===== src/rtl/mem_arb_pkg.sv =====
// Shared types and constants for the two-master memory arbiter.
// Optional feature macro used by the arbiter: MEM_ARB_TIMEOUT_EN.
package mem_arb_pkg;

  // Arbiter FSM states: idle or granted to one of the two masters.
  typedef enum logic [1:0] {
    IDLE   = 2'd0,
    GNT_IF = 2'd1,
    GNT_D  = 2'd2
  } arb_state_e;

  // Owner encoding used for round-robin bookkeeping.
  typedef enum logic {
    OWN_IF = 1'b0,
    OWN_D  = 1'b1
  } owner_e;

  // Read data returned to the owner when a grant is aborted by the timeout.
  localparam logic [31:0] ABORT_RDATA = 32'hDEAD_BEEF;

  // Width of the grant-timeout counter; covers the full TIMEOUT_CYCLES range.
  localparam int unsigned TMR_W = 10;

endpackage


===== src/rtl/mem_arb_timer.sv =====
// Grant timeout counter for mem_arbiter.
// Only exists when MEM_ARB_TIMEOUT_EN is defined; the default build has no timer.
`ifdef MEM_ARB_TIMEOUT_EN
module mem_arb_timer
  import mem_arb_pkg::*;
#(
  parameter int unsigned TIMEOUT_CYCLES = 64
) (
  input  logic clk,
  input  logic rst,
  input  logic start_i,   // a new grant begins this cycle
  input  logic wait_i,    // grant active with mem_ready low
  output logic expire_o   // wait has lasted long enough: abort now
);

  logic [TMR_W-1:0] cnt_q;
  logic [TMR_W-1:0] cnt_d;

  // Counter next state: clear at grant start, count stalled grant cycles.
  always_comb begin
    cnt_d = cnt_q;
    if (start_i) begin
      cnt_d = {TMR_W{1'b0}};
    end else if (wait_i) begin
      cnt_d = cnt_q + {{(TMR_W-1){1'b0}}, 1'b1};
    end else begin
      cnt_d = cnt_q;
    end
  end

  // Counter register.
  always_ff @(posedge clk or negedge rst) begin
    if (!rst) begin
      cnt_q <= {TMR_W{1'b0}};
    end else begin
      cnt_q <= cnt_d;
    end
  end

  assign expire_o = wait_i && (cnt_q == TMR_W'(TIMEOUT_CYCLES - 1));

endmodule
`endif


===== src/rtl/mem_arbiter.sv =====
// Round-robin arbiter sharing one memory port between instruction fetch
// and data load/store. Define MEM_ARB_TIMEOUT_EN to add a grant timeout
// that aborts a stalled access with ABORT_RDATA and sets timeout_err.
module mem_arbiter
  import mem_arb_pkg::*;
#(
  parameter int unsigned TIMEOUT_CYCLES = 64
) (
  input  logic        clk,
  input  logic        rst,
  input  logic        if_req,
  input  logic [31:0] if_addr,
  output logic [31:0] if_rdata,
  output logic        if_ack,
  output logic        if_stall,
  input  logic        d_req,
  input  logic        d_we,
  input  logic [31:0] d_addr,
  input  logic [31:0] d_wdata,
  output logic [31:0] d_rdata,
  output logic        d_ack,
  output logic        d_stall,
  output logic        mem_req,
  output logic        mem_we,
  output logic [31:0] mem_addr,
  output logic [31:0] mem_wdata,
  input  logic [31:0] mem_rdata,
  input  logic        mem_ready,
  output logic        timeout_err
);

  if ((TIMEOUT_CYCLES < 2) || (TIMEOUT_CYCLES > 1023)) begin : g_bad_timeout
    $error("mem_arbiter: TIMEOUT_CYCLES must be in 2..1023");
  end

  arb_state_e  state_q, state_d;
  owner_e      last_q, last_d;
  logic [31:0] addr_q, addr_d;
  logic        we_q, we_d;
  logic [31:0] wdata_q, wdata_d;

  logic        expire_s;
  logic        done_s;
  logic [31:0] rd_s;

  // A grant finishes on mem_ready or on timeout expiry.
  assign done_s = (state_q != IDLE) && (mem_ready || expire_s);
  assign rd_s   = mem_ready ? mem_rdata : ABORT_RDATA;

  // Next-state logic: round-robin grant from IDLE, return to IDLE on completion.
  always_comb begin
    state_d = state_q;
    last_d  = last_q;
    addr_d  = addr_q;
    we_d    = we_q;
    wdata_d = wdata_q;
    case (state_q)
      IDLE: begin
        if (if_req && (!d_req || (last_q == OWN_D))) begin
          state_d = GNT_IF;
          last_d  = OWN_IF;
          addr_d  = if_addr;
          we_d    = 1'b0;
          wdata_d = 32'h0000_0000;
        end else if (d_req) begin
          state_d = GNT_D;
          last_d  = OWN_D;
          addr_d  = d_addr;
          we_d    = d_we;
          wdata_d = d_wdata;
        end else begin
          state_d = IDLE;
        end
      end
      GNT_IF, GNT_D: begin
        if (done_s) begin
          // Clearing the latches keeps the memory port at zero while idle.
          state_d = IDLE;
          addr_d  = 32'h0000_0000;
          we_d    = 1'b0;
          wdata_d = 32'h0000_0000;
        end else begin
          state_d = state_q;
        end
      end
      default: begin
        state_d = IDLE;
        addr_d  = 32'h0000_0000;
        we_d    = 1'b0;
        wdata_d = 32'h0000_0000;
      end
    endcase
  end

  // State, round-robin owner and latched request registers.
  always_ff @(posedge clk or negedge rst) begin
    if (!rst) begin
      state_q <= IDLE;
      last_q  <= OWN_D;
      addr_q  <= 32'h0000_0000;
      we_q    <= 1'b0;
      wdata_q <= 32'h0000_0000;
    end else begin
      state_q <= state_d;
      last_q  <= last_d;
      addr_q  <= addr_d;
      we_q    <= we_d;
      wdata_q <= wdata_d;
    end
  end

  // Completion outputs: only the current owner ever sees ack or data.
  always_comb begin
    if_ack   = 1'b0;
    if_rdata = 32'h0000_0000;
    d_ack    = 1'b0;
    d_rdata  = 32'h0000_0000;
    case (state_q)
      GNT_IF: begin
        if_ack   = done_s;
        if_rdata = done_s ? rd_s : 32'h0000_0000;
      end
      GNT_D: begin
        d_ack    = done_s;
        d_rdata  = done_s ? rd_s : 32'h0000_0000;
      end
      default: begin
        if_ack   = 1'b0;
        d_ack    = 1'b0;
      end
    endcase
  end

  assign mem_req   = (state_q != IDLE);
  assign mem_we    = we_q;
  assign mem_addr  = addr_q;
  assign mem_wdata = wdata_q;
  assign if_stall  = if_req && !if_ack;
  assign d_stall   = d_req && !d_ack;

`ifdef MEM_ARB_TIMEOUT_EN
  logic start_s;
  logic wait_s;
  logic terr_q;

  assign start_s = (state_q == IDLE) && (state_d != IDLE);
  assign wait_s  = (state_q != IDLE) && !mem_ready;

  mem_arb_timer #(
    .TIMEOUT_CYCLES(TIMEOUT_CYCLES)
  ) u_timer (
    .clk      (clk),
    .rst      (rst),
    .start_i  (start_s),
    .wait_i   (wait_s),
    .expire_o (expire_s)
  );

  // Sticky abort flag, cleared only by reset.
  always_ff @(posedge clk or negedge rst) begin
    if (!rst) begin
      terr_q <= 1'b0;
    end else begin
      terr_q <= terr_q | expire_s;
    end
  end

  assign timeout_err = terr_q;
`else
  assign expire_s    = 1'b0;
  assign timeout_err = 1'b0;
`endif

endmodule


===== config.mk =====
export PLATFORM = sky130hd
export DESIGN_NAME = mem_arbiter
export DESIGN_NICKNAME = d
export VERILOG_FILES = /design/src/rtl/mem_arb_pkg.sv /design/src/rtl/mem_arb_timer.sv /design/src/rtl/mem_arbiter.sv
export SDC_FILE = /design/constraint.sdc
export NUM_CORES = 1
export LEC_CHECK = 0
export BUFFER_PORTS_ARGS = -buffer_cell sky130_fd_sc_hd__buf_2
export CORE_AREA = 2 2 104 106
export CTS_BUF_LIST = sky130_fd_sc_hd__clkbuf_4 sky130_fd_sc_hd__clkbuf_8
export DETAILED_ROUTE_END_ITERATION = 16
export DIE_AREA = 0 0 106 108
export PLACE_DENSITY = 0.69
export SETUP_SLACK_MARGIN = 0.1
export SLEW_MARGIN = 20
export SYNTH_ARGS = -nofsm -noshare
export SYNTH_HDL_FRONTEND = slang
export SYNTH_SLANG_ARGS = --single-unit

===== constraint.sdc =====
create_clock -name clk -period 4.7 [get_ports clk]
set_input_delay 0.47 -clock clk [delete_from_list [all_inputs] [get_ports clk]]
set_output_delay 0.47 -clock clk [all_outputs]
set_load 0.02 [all_outputs]

==> impl_results.md <==
- Portion of synthesized cell area occupied by the leading cell type: roughly half
- TritonCTS buffer count: 9
- Worst-margin pin slew: 971 ps
- Mapped Avg Cell Area: ~12 um^2
- RSZ-0062 raised after global routing: no
- Synthesized instance count: ~290
- Summed negative setup slack over all endpoints: 0 ps
- Dominant cell by count in the synthesized netlist: sky130_fd_sc_hd__dfrtp_1
- Sequential area share after synthesis: around 50%
- Count of hold-fix buffers inserted at cts: 0
- Initial core utilization: 33.4%
- Clock tree from TritonCTS: yes
- R2R Setup Slk: about 2400 ps
- Fraction of synthesis flops using an asynchronous set or reset pin: 100%
- Worst path cell trace: inv_1, ha_1, nor2b_4, and2_1, nor2b_1, buf_2
- Crit Path Category: flip-flop to output port
- Number of top-level pins: approximately 270
- Clock latency of the later-clocked register in the worst-skew pair: 330 ps
- Combined buffer and inverter count along the critical path: 2
- Largest net degree at the start of global routing: slightly below 70
- Capture point of the worst reg-to-reg path: mem_wdata[25]
- Remaining global-route overflow: 0
- Sort of element at the start of the critical path: flip-flop
- Final net count: approximately 680
- CP Capture Type: output port
- Maximum buffer depth of the clock tree: 2
- Net Sw Power: roughly 1300 uW
- Most common flop cell mapped by yosys: sky130_fd_sc_hd__dfrtp_1
- Number of placed instances with taps included: 670
- Drt initial violations: ~190
- Max stage delay cell, worst path: sky130_fd_sc_hd__nor2b_4
- Switching portion of total power: between 40% and 50%
- Detail Placement HPWL: roughly 7800 um
- Fraction of final layout cells sized beyond drive strength 1: roughly 56%
- Data required time at the worst endpoint: around 4200 ps
- Global-route wire length before repair: 15500 um
- WP depth: 6
- Cell types with the largest area share after synthesis: sky130_fd_sc_hd__dfrtp_1 (49%), sky130_fd_sc_hd__mux2i_1 (9.4%), sky130_fd_sc_hd__a22o_1 (8.5%)
- Number of flops mapped to enable cells by yosys: 0
- Hold Violations, Final: 0
- Clock Sinks: 68
- Peak supply drop: between 0.2 and 0.25 mV
- Number of port buffers: roughly 270
- Vias in the first global route: 3086
- Synthesis-stage register bit count: 68
- Die height: about 110 um
- Relative slew slack: roughly a third
- Antenna Violating Nets Remaining: 0
- Setup Skew: slightly above 9 ps
- Area of the die: 11400 um^2
- Highest achievable clock rate: 387 MHz
- Cell family with most CP delay: simple AND/OR/NAND/NOR gates
- H-tree levels: 3
- Post-synthesis cell type with the largest combined area: sky130_fd_sc_hd__dfrtp_1
- Cell count of the worst reg-to-reg path: 6
- Area delta synth->final: 48.1%
- Routed vias: roughly 3200
- Share of power burned in the clock network: 19.6%
- Relative contribution of sequential cells to total power: about a third
- Ys Warns: 0
- Synthesized netlist net count: roughly 430
- Average wire per cell in the routed design: 15.1 um
- Fin crit share: a little over half
- Syn Std Cell Area: ~3400 um^2
- Routability cong.: approximately 0.75
- Critical path origin: state_q[0]
- Number of vias per cell after detailed routing: approximately 4.7
- Clock root buffer: sky130_fd_sc_hd__clkbuf_8
- Initial antenna violation count: 0
- Static leakage: between 0.003 and 0.004 uW
- Class of the tightest hold or removal check: input port to asynchronous set/reset pin
- Final Instance Count excl. Fillers: ~690
- Synth top cells by count: sky130_fd_sc_hd__dfrtp_1 (67), sky130_fd_sc_hd__a22o_1 (33), sky130_fd_sc_hd__mux2i_1 (32), sky130_fd_sc_hd__and2_1 (31), sky130_fd_sc_hd__and3_1 (30)
- Internal power consumption: approximately 1700 uW
- Number of diodes: 0
- Time the final worst path needs with I/O delays and setup: ~2600 ps
- Pins over their slew limit: 0
- Unique masters post-synth: 30
- Total power density per cell area: 590 nW/um^2
- Remaining design rule violation count: 0
- Final Power: 2980 uW
- Core footprint: 10200 um^2
- Worst R2R Start: state_q[0]
- Clock Pin Slew Worst Setup and Hold Paths: 80 ps
- Max-capacitance violation count: 0
- Setup slack of the critical path after layout: about 2100 ps
- Critical path peak fanout: 35
- FP Rows: 37
- Total Wirelength: approximately 10000 um
- Crit path arrival time: 2110 ps
- Proportion of power drawn by combinational gates: between 40% and 50%
- Global Route Usage Sum: between 10% and 20%
- Setup violations, final: 0
- Post-placement setup slack: about 2200 ps
- Quantity of gates resized following cts: 0
- Die Width: 106 um
- Drt pass-1 iters: 4
- Max incr delay on CP: ~600 ps
- Capture point of the critical path: if_stall
- Buffers inserted during post-CTS setup optimization: 0
- Result of the run: complete, no violations
-- worst min path at each step --
stage,start,end,slack (ps),depth (start not counted)
final,rst,mem_addr[11],310,2
after global routing,d_wdata[9],mem_wdata[9],330,2
after CTS,d_wdata[14],mem_wdata[14],330,2
after detailed placement,mem_addr[27],mem_addr[27],470,1
after global placement,mem_addr[27],mem_addr[27],470,1
after floorplan,rst,mem_addr[0],170,0
-- sequential cells by signal (all words and copies together) (netlist names) --
name and count:
state_q 2, last_q 1, mem_wdata 32, mem_addr 32, mem_we 1
-- layout by cell type (no fill, tap or decap), types with 2 or more instances in the layout --
cell and count:
sky130_fd_sc_hd__buf_2 267, sky130_fd_sc_hd__o2bb2ai_2 9, sky130_fd_sc_hd__and2_1 31, sky130_fd_sc_hd__bufinv_16 3, sky130_fd_sc_hd__nor2_1 6, sky130_fd_sc_hd__o2bb2ai_1 23
sky130_fd_sc_hd__inv_1 4, sky130_fd_sc_hd__buf_4 5, sky130_fd_sc_hd__a22o_1 33, sky130_fd_sc_hd__clkinv_4 2, sky130_fd_sc_hd__and3_1 30, sky130_fd_sc_hd__clkbuf_8 9
sky130_fd_sc_hd__nor2_2 2, sky130_fd_sc_hd__dfrtp_1 67, sky130_fd_sc_hd__o21ai_4 2, sky130_fd_sc_hd__ha_1 4, sky130_fd_sc_hd__nand2_1 7, sky130_fd_sc_hd__mux2i_1 32
-- cell families (layout without fill, tap and decap cells) --
| group | Yosys count | count (layout) | synth area share [%] |
|---|---|---|---|
| buf+inv | 31 | 293 | 5.53 |
| flops | 68 | 68 | 49.9 |
| other cells | 1 | 1 | 0.110 |
| simple gates | 80 | 80 | 13.7 |
| compound gates | 72 | 72 | 20.0 |
| fa+ha+maj | 4 | 4 | 1.47 |
| mux | 32 | 32 | 9.38 |
-- power groups by stage --
stage	logic (uW)	clock network (uW)	registers, uW
floorplan	728	0	1240
global placement	1420	0	964
detailed placement	1450	0	966
CTS	1450	604	965
global route	1540	631	993
finish	1440	584	964
-- area by class of cell --
class,instances,area (um^2)
Inverter,5,18.8
Timing Repair Buffer,272,1370
Sequential cell,68,1700
Fill cell,986,5170
Clock buffer,10,131
Tap cell,136,170
Multi-Input combinational cell,189,1550
Clock inverter,6,113
-- metal layers --
metal,vias to the layer above,share of wire [%],global-route usage [%]
met5,-,0,0
li1,1565,-,-
met2,132,48,27.8
met4,0,0.73,5.36
met3,7,7.1,4.10
met1,1523,44,22.3
-- stage by stage --
step	hold slack [ps]	area, um^2	utilization (%)
finish	312	5060	49.4
CTS	327	5050	49.4
global placement	466	4810	47.0
global route	332	5060	49.4
floorplan	174	3410	-
detailed placement	469	4810	47.0
(Power assumes the default switching activity.)
